[src/rtl/router_register_pkg.sv]
// Shared router definitions: header field layout and the reserved address.
package router_register_pkg;

  localparam int BYTE_W = 8;
  localparam int ADDR_W = 2;
  localparam int LEN_W  = 6;

  // Address value reserved as "no destination"; headers carrying it are ignored.
  localparam logic [ADDR_W-1:0] INVALID_ADDR = 2'b11;

  typedef logic [BYTE_W-1:0] byte_t;

  // Header layout: {payload_len, addr}.
  typedef struct packed {
    logic [LEN_W-1:0]  len;
    logic [ADDR_W-1:0] addr;
  } header_t;

  function automatic logic addr_ok(input byte_t b);
    header_t h;
    h = header_t'(b);
    return h.addr != INVALID_ADDR;
  endfunction

endpackage

[src/rtl/router_register.sv]
// Router datapath register: latches the header, forwards bytes to the
// destination FIFO, buffers a byte across a FIFO-full stall, and checks
// the trailing parity byte against the running XOR of header and payload.
module router_register
  import router_register_pkg::*;
(
  input  logic              clock,
  input  logic              reset,
  input  logic              pkt_valid,
  input  logic [BYTE_W-1:0] data_in,
  input  logic              fifo_full,
  input  logic              rst_int_reg,
  input  logic              detect_add,
  input  logic              ld_state,
  input  logic              laf_state,
  input  logic              full_state,
  input  logic              lfd_state,
  output logic              parity_done,
  output logic              low_pkt_valid,
  output logic              err,
  output logic [BYTE_W-1:0] dout
);

  byte_t header_byte;
  byte_t full_state_byte;
  byte_t internal_parity;
  byte_t packet_parity;

  logic cap_ld;
  logic cap_laf;
  logic cap;

  // Parity byte is seen either directly in LOAD_DATA (pkt_valid dropped with
  // room in the FIFO) or replayed from the stall buffer in LOAD_AFTER_FULL.
  always_comb begin
    cap_ld  = ld_state && !fifo_full && !pkt_valid;
    cap_laf = laf_state && low_pkt_valid && !parity_done;
    cap     = cap_ld || cap_laf;
  end

  // Header latch and FIFO-full holding byte.
  always_ff @(posedge clock) begin
    if (!reset) begin
      header_byte     <= '0;
      full_state_byte <= '0;
    end else begin
      if (detect_add && pkt_valid && addr_ok(data_in))
        header_byte <= data_in;
      if (ld_state && fifo_full)
        full_state_byte <= data_in;
    end
  end

  // Output byte to the FIFO: header first, then live data, then the stalled byte.
  always_ff @(posedge clock) begin
    if (!reset)
      dout <= '0;
    else if (lfd_state)
      dout <= header_byte;
    else if (ld_state && !fifo_full)
      dout <= data_in;
    else if (laf_state)
      dout <= full_state_byte;
  end

  // low_pkt_valid remembers that the packet body ended while loading.
  always_ff @(posedge clock) begin
    if (!reset)
      low_pkt_valid <= 1'b0;
    else if (rst_int_reg)
      low_pkt_valid <= 1'b0;
    else if (ld_state && !pkt_valid)
      low_pkt_valid <= 1'b1;
  end

  // Parity capture: a new header restarts both parity registers.
  always_ff @(posedge clock) begin
    if (!reset) begin
      parity_done   <= 1'b0;
      packet_parity <= '0;
    end else if (detect_add) begin
      parity_done   <= 1'b0;
      packet_parity <= '0;
    end else if (cap) begin
      parity_done   <= 1'b1;
      packet_parity <= cap_ld ? data_in : full_state_byte;
    end
  end

  // Running XOR over the header and every payload byte accepted in LOAD_DATA.
  always_ff @(posedge clock) begin
    if (!reset)
      internal_parity <= '0;
    else if (detect_add)
      internal_parity <= '0;
    else if (lfd_state)
      internal_parity <= internal_parity ^ header_byte;
    else if (ld_state && pkt_valid && !full_state)
      internal_parity <= internal_parity ^ data_in;
  end

  // Error compares once parity_done is registered, so err trails it by a cycle.
  always_ff @(posedge clock) begin
    if (!reset)
      err <= 1'b0;
    else if (detect_add)
      err <= 1'b0;
    else if (parity_done)
      err <= (internal_parity != packet_parity);
  end

endmodule

[config.mk]
export PLATFORM = sky130hd
export DESIGN_NAME = router_register
export DESIGN_NICKNAME = d
export VERILOG_FILES = /design/src/rtl/router_register_pkg.sv /design/src/rtl/router_register.sv
export SDC_FILE = /design/constraint.sdc
export NUM_CORES = 1
export LEC_CHECK = 0
export BUFFER_PORTS_ARGS = -buffer_cell sky130_fd_sc_hd__buf_2
export CAP_MARGIN = 20
export CORE_MARGIN = 2
export CORE_UTILIZATION = 50
export DETAILED_ROUTE_END_ITERATION = 10
export GPL_ROUTABILITY_DRIVEN = 0
export PLACE_DENSITY_LB_ADDON = 0.12
export SETUP_SLACK_MARGIN = 0.1
export SLEW_MARGIN = 20
export SYNTH_ARGS = -nofsm -noshare
export SYNTH_HDL_FRONTEND = slang
export SYNTH_SLANG_ARGS = --single-unit
[constraint.sdc]
create_clock -name clock -period 1.1 [get_ports clock]
set_input_delay 0.165 -clock clock [delete_from_list [all_inputs] [get_ports clock]]
set_output_delay 0.165 -clock clock [all_outputs]
set_load 0.01 [all_outputs]
==> impl_metrics.ini, run 1 <==
[timing]
drv_slew = 0
period_minus_slack_ns = 1.06
fmax_mhz = 947
setup_viol = 0
relSlewSlack = 0.758
worst_pin_slew_ns = 0.361
finalSetupTns_ns = 0
clock-skew-final_ns = 0.00549
worst_slack_ns = 0.0444
hold_viol = 0
grt_setup_unrepaired = true
timing.final.crit_share = 0.960

[yosys]
synth-main-ff-cell = dfxtp_1
avgSynthCellArea_um2 = 8.64
synth_top_cell_by_area = dfxtp_1
yosys_warnings = 0
synth_common_cells = dfxtp_1 (43), nand2_1 (43), nor2_1 (18)
synth_seq_cells = 43
synthCells = 230
netlist.area_leader.share = 0.433
synth_edf_count = 0
synth_nets = 248
synthTopCellsByArea = dfxtp_1 (43%), nand2_1 (8.1%), xor2_1 (4.8%), a221o_1 (4.0%), mux2i_1 (4.0%)
syn-cell-area_um2 = 1990
synthArstFlopShare = 0
post_synth_num_cell_types = 33
seq_area_frac_synth = 0.433

[worst_setup_path]
required_ns = 1.31
path_class = flip-flop to flip-flop
crit_fanout = 8
critPathArrivalTime_ns = 1.26
critPathCaptureType = flip-flop
start_kind = flip-flop

[cts]
ctsRootBufferMaster = clkbuf_8
ctsHtreeMaxLevel = 2
cts_tree = built
clock_sinks = 43
ctsLongestPathBuffers = 2
cts_hold_buf = 0
cts.reportedPaths.clkPinSlew_ns = 0.08
clock_latency_ns = 0.30
cts_buffers = 5

[route]
drt-total-wl_um = 5020
ant_nets = 0
route.vias.total = 1809
wl_per_cell_um = 15.4
via_per_inst = 5.55
post-route-drc-count = 0
dr.first_iter.drc_count = 139
drtPass1Iterations = 4

[finish]
layout-drive-gt1-share = 0.327
syn_to_final_growth_pct = 28.6
final_cell_area_um2 = 2560
n_antenna_cell = 0
n_fill_cell = 316
utilization = 0.683
final_nets = 296

[place]
dp_slack_ns = -0.0704
postPlaceCellArea_um2 = 2400
dp_hpwl_um = 3620
port_buffers = 28

[floorplanning]
die_w_um = 67.1
coreArea_um2 = 3740
rows = 22
die_y_um = 67.1
initial_core_util = 0.531
die_area_um2 = 4500
io_pins = 29

[power]
sequentialPowerShare = 0.536
clkPwrFrac = 0.310
power.share.switching = 0.264
ir_worst_vdd_mv = 0.819
p_leak_nw = 1.03
p_per_area_nw_per_um2 = 1210
combPwrFrac = 0.154
switchingPower_uw = 820
p_int_mw = 2.29

[outcome]
status = completed

[global_routing]
grt_max_degree = 26
grt_pass1_wl_um = 7950
grt.total_usage = 0.240
grt-ovfl-total = 0
antenna_found_initial = 0
first_global_vias = 1728

[flow_run]
drv_cap = 0

[worst_hold_path]
hold_class = input pin to flip-flop
==> cell usage in the layout, fill, tap and decap left out, drive strengths merged <==
cell type	instances
a31oi	1
a21oi	3
nor2	20
a21boi	16
clkbuf	5
nor3	7
mux2i	8
nand4	1
nor2b	10
nand2b	2
or2	1
nand3	9
buf	54
xor2	11
dfxtp	43
nand2	44
nor3b	1
o21bai	1
clkinv	2
inv	7
nor4	1
xnor2	5
a311oi	8
a221o	8
and4bb	1
a22oi	8
and2b	1
==> power by group through the flow <==
stage          Sequential (mW)  Combinational (mW)  Clock, mW
2_1_floorplan             1.70               0.255          0
3_3_place_gp              1.70               0.456          0
3_5_place_dp              1.70               0.460          0
4_1_cts                   1.66               0.473      0.987
5_1_grt                   1.67               0.527       1.05
6_report                  1.67               0.480      0.962
==> repair_timing <==
| item | in CTS | in global routing |
|---|---|---|
| pin swaps | 8 | 0 |
| gates resized for setup | 6 | 10 |
| endpoints found under the hold margin | 0 | 0 |
| buffers inserted | 1 | 0 |
| setup endpoints to repair | 11 | 12 |
==> cell type report <==
cell class,instances,area [um2],share of cell area
Clock buffer,5,68.8,0.0269
Clock inverter,2,13.8,0.00538
Inverter,7,26.3,0.0103
Tap cell,48,60.1,0.0235
Timing Repair Buffer,54,393,0.154
Sequential cell,43,871,0.341
Multi-Input combinational cell,167,1120,0.440
==> worst paths after layout <==
path,startpoint,endpoint,slack (ns),cells after the start
max,low_pkt_valid,packet_parity[0],0.04,5
min,rst_int_reg,low_pkt_valid,0.03,2
max reg2reg,low_pkt_valid,packet_parity[0],0.04,5
min reg2reg,dout[0],dout[0],0.46,2
==> worst max-delay path, stage by stage (launching register included) <==
cell and delay (ns):
dfxtp_2 0.34, nand2_2 0.06, nor2_2 0.10, buf_6 0.13, nand2_1 0.08, a311oi_2 0.25
==> registers in the layout, summed over array words and instances, names as in the netlist <==
signal	cells
err	1
header_byte	8
packet_parity	8
internal_parity	8
dout	8
low_pkt_valid	1
full_state_byte	8
parity_done	1
==> through the flow <==
stage / cells / hold WS [ns] / total power [mW]
floorplan: 230 / 0.234 / 1.96
global placement: 318 / 0.331 / 2.15
detailed placement: 318 / 0.330 / 2.16
CTS: 326 / 0.0231 / 3.12
global route: 326 / 0.0250 / 3.25
finish: 326 / 0.0253 / 3.11
==> logic make-up (layout without fill, tap and decap cells) <==
kind of cell    Yosys count  after routing  share of synthesized area
compound gates           45             45                      0.181
mux                       8              8                     0.0403
buf+inv                  20             68                     0.0434
flops                    43             43                      0.433
simple gates             98             98                      0.232
xor+xnor                 16             16                     0.0705
==> metal layers <==
layer / share of wire / GRT usage
met1: 0.45 / 0.302
met4: 0.015 / 0.0842
met5: 0 / 0
met3: 0.039 / 0.0422
met2: 0.50 / 0.408
(Power assumes the default switching activity.)
==> run 2, diff against run 1 <==
- HOLD_SLACK_MARGIN: unset -> 0.05
==> run 2 against run 1 <==
  * Global-route usage is 0.32 points higher
  * Sequential share of layout area is 0.13 points lower
  * Setup slack worse by 0.0030 ns
  * Clock skew is 0.00067 ns higher
  * Fmax is 0.28% lower
  * First-iteration DRC count is 8.6% higher
  * Via count is 0.28% higher
  * Total power is 0.21% higher
  * Wire length is 0.40% higher
  * Die area stayed put
  * Combinational power hardly changed
  * Critical path type unchanged
  * Largest power group unchanged
==> impl_metrics.ini, run 2 (synthesis gave the netlist of run 1 again) <==
[outcome]
status = completed

[finish]
syn_to_final_growth_pct = 29.1
n_antenna_cell = 0
final_cell_mix = nand2_1 (42), dfxtp_1 (35), buf_2 (26)
layout-drive-gt1-share = 0.326
n_fill_cell = 314
layout_commonest_cell = nand2_1
utilization = 0.686
finalNonFillerCells = 327
final_nets = 297

[power]
power_mw = 3.11
ir_worst_vdd_mv = 0.814
p_leak_nw = 1.03
p_per_area_nw_per_um2 = 1210

[cts]
cts.reportedPaths.clkPinSlew_ns = 0.08
clock_latency_ns = 0.30
cts_buffers = 5
clock_sinks = 43
ctsLongestPathBuffers = 2
cts_tree = built
ctsRootBufferMaster = clkbuf_8
ctsHtreeMaxLevel = 2

[route]
drtPass1Iterations = 4
drt-total-wl_um = 5040
via_per_inst = 5.55
ant_nets = 0
post-route-drc-count = 0
dr.first_iter.drc_count = 151
wl_per_cell_um = 15.4
route.vias.total = 1814

[worst_hold_path]
min_to = full_state_byte[7]
hold_class = input pin to flip-flop
whs_path_depth = 3
worstHoldStart = data_in[7]

[global_routing]
antenna_found_initial = 0
use_met1 = 0.302
grt-busiest-layer = met2
grtUsageMet2 = 0.420
grt-ovfl-total = 0
first_global_vias = 1740
grt_pass1_wl_um = 8030
use_met3 = 0.0422
grt.total_usage = 0.243
grt_max_degree = 26

[flow_run]
drv_cap = 0

[timing]
setup_viol = 0
finalSetupTns_ns = 0
grt_setup_unrepaired = true
period_minus_slack_ns = 1.06
timing.final.crit_share = 0.962
hold_viol = 0
worst_pin_slew_ns = 0.358
clock-skew-final_ns = 0.00616
worst_slack_ns = 0.0415
fmax_mhz = 945
drv_slew = 0
relSlewSlack = 0.760

[floorplanning]
die_y_um = 67.1
rows = 22
die_area_um2 = 4500
io_pins = 29
die_w_um = 67.1
coreArea_um2 = 3740
initial_core_util = 0.531

[place]
port_buffers = 28
dp_slack_ns = -0.0704
dp_hpwl_um = 3620
dp.cells = 318

[worst_setup_path]
rrSetupSlack_ns = 0.04
path_class = flip-flop to flip-flop
critPathArrivalTime_ns = 1.27
crit_fanout = 8
r2r-start = low_pkt_valid
required_ns = 1.31
r2r-end = packet_parity[0]
start_kind = flip-flop
rr_worst_depth = 5
critPathCaptureType = flip-flop
==> run 2: through the flow <==
stage | instance area [um2] | hold slack, ns
after global routing | 2570 | 0.199
after floorplan | 2060 | 0.234
final | 2570 | 0.179
after CTS | 2530 | 0.175
after global placement | 2400 | 0.331
after detailed placement | 2400 | 0.330
==> run 2: worst max-delay path, cell delays in order, from the launching register on <==
cell	delay (ns)
dfxtp_2	0.34
nand2_2	0.06
nor2_2	0.10
buf_6	0.13
nand2_1	0.08
a311oi_2	0.26
==> run 2: how the worst max path moves through the flow <==
stage | start | end
finish | low_pkt_valid | packet_parity[0]
global route | low_pkt_valid | packet_parity[0]
CTS | parity_done | parity_done
detailed placement | ld_state | packet_parity[5]
global placement | ld_state | packet_parity[2]
floorplan | lfd_state | internal_parity[0]
==> run 2: layout make-up <==
cell class | count | area (um2) | share of cell area
Clock buffer | 5 | 68.8 | 0.0268
Timing Repair Buffer | 55 | 403 | 0.157
Sequential cell | 43 | 871 | 0.339
Multi-Input combinational cell | 167 | 1120 | 0.438
Clock inverter | 2 | 13.8 | 0.00536
Tap cell | 48 | 60.1 | 0.0234
Inverter | 7 | 26.3 | 0.0102
==> run 2: power breakdown <==
| group | total (mW) | internal, mW | switching [mW] |
|---|---|---|---|
| registers | 1.67 | 1.62 | 0.0453 |
| logic | 0.483 | 0.235 | 0.248 |
| clock network | 0.965 | 0.434 | 0.531 |
==> run 2: repair_timing <==
action,in CTS,in global routing
endpoints found under the setup margin,11,12
hold buffers,1,0
resized for setup,6,10
pin swaps,8,0
buffers inserted,1,0
endpoints found under the hold margin,1,0
==> run 2: metal layers <==
metal	share of wire	vias to the layer above
met5	0	-
met2	0.50	52
met1	0.44	862
met4	0.016	0
li1	-	890
met3	0.049	10
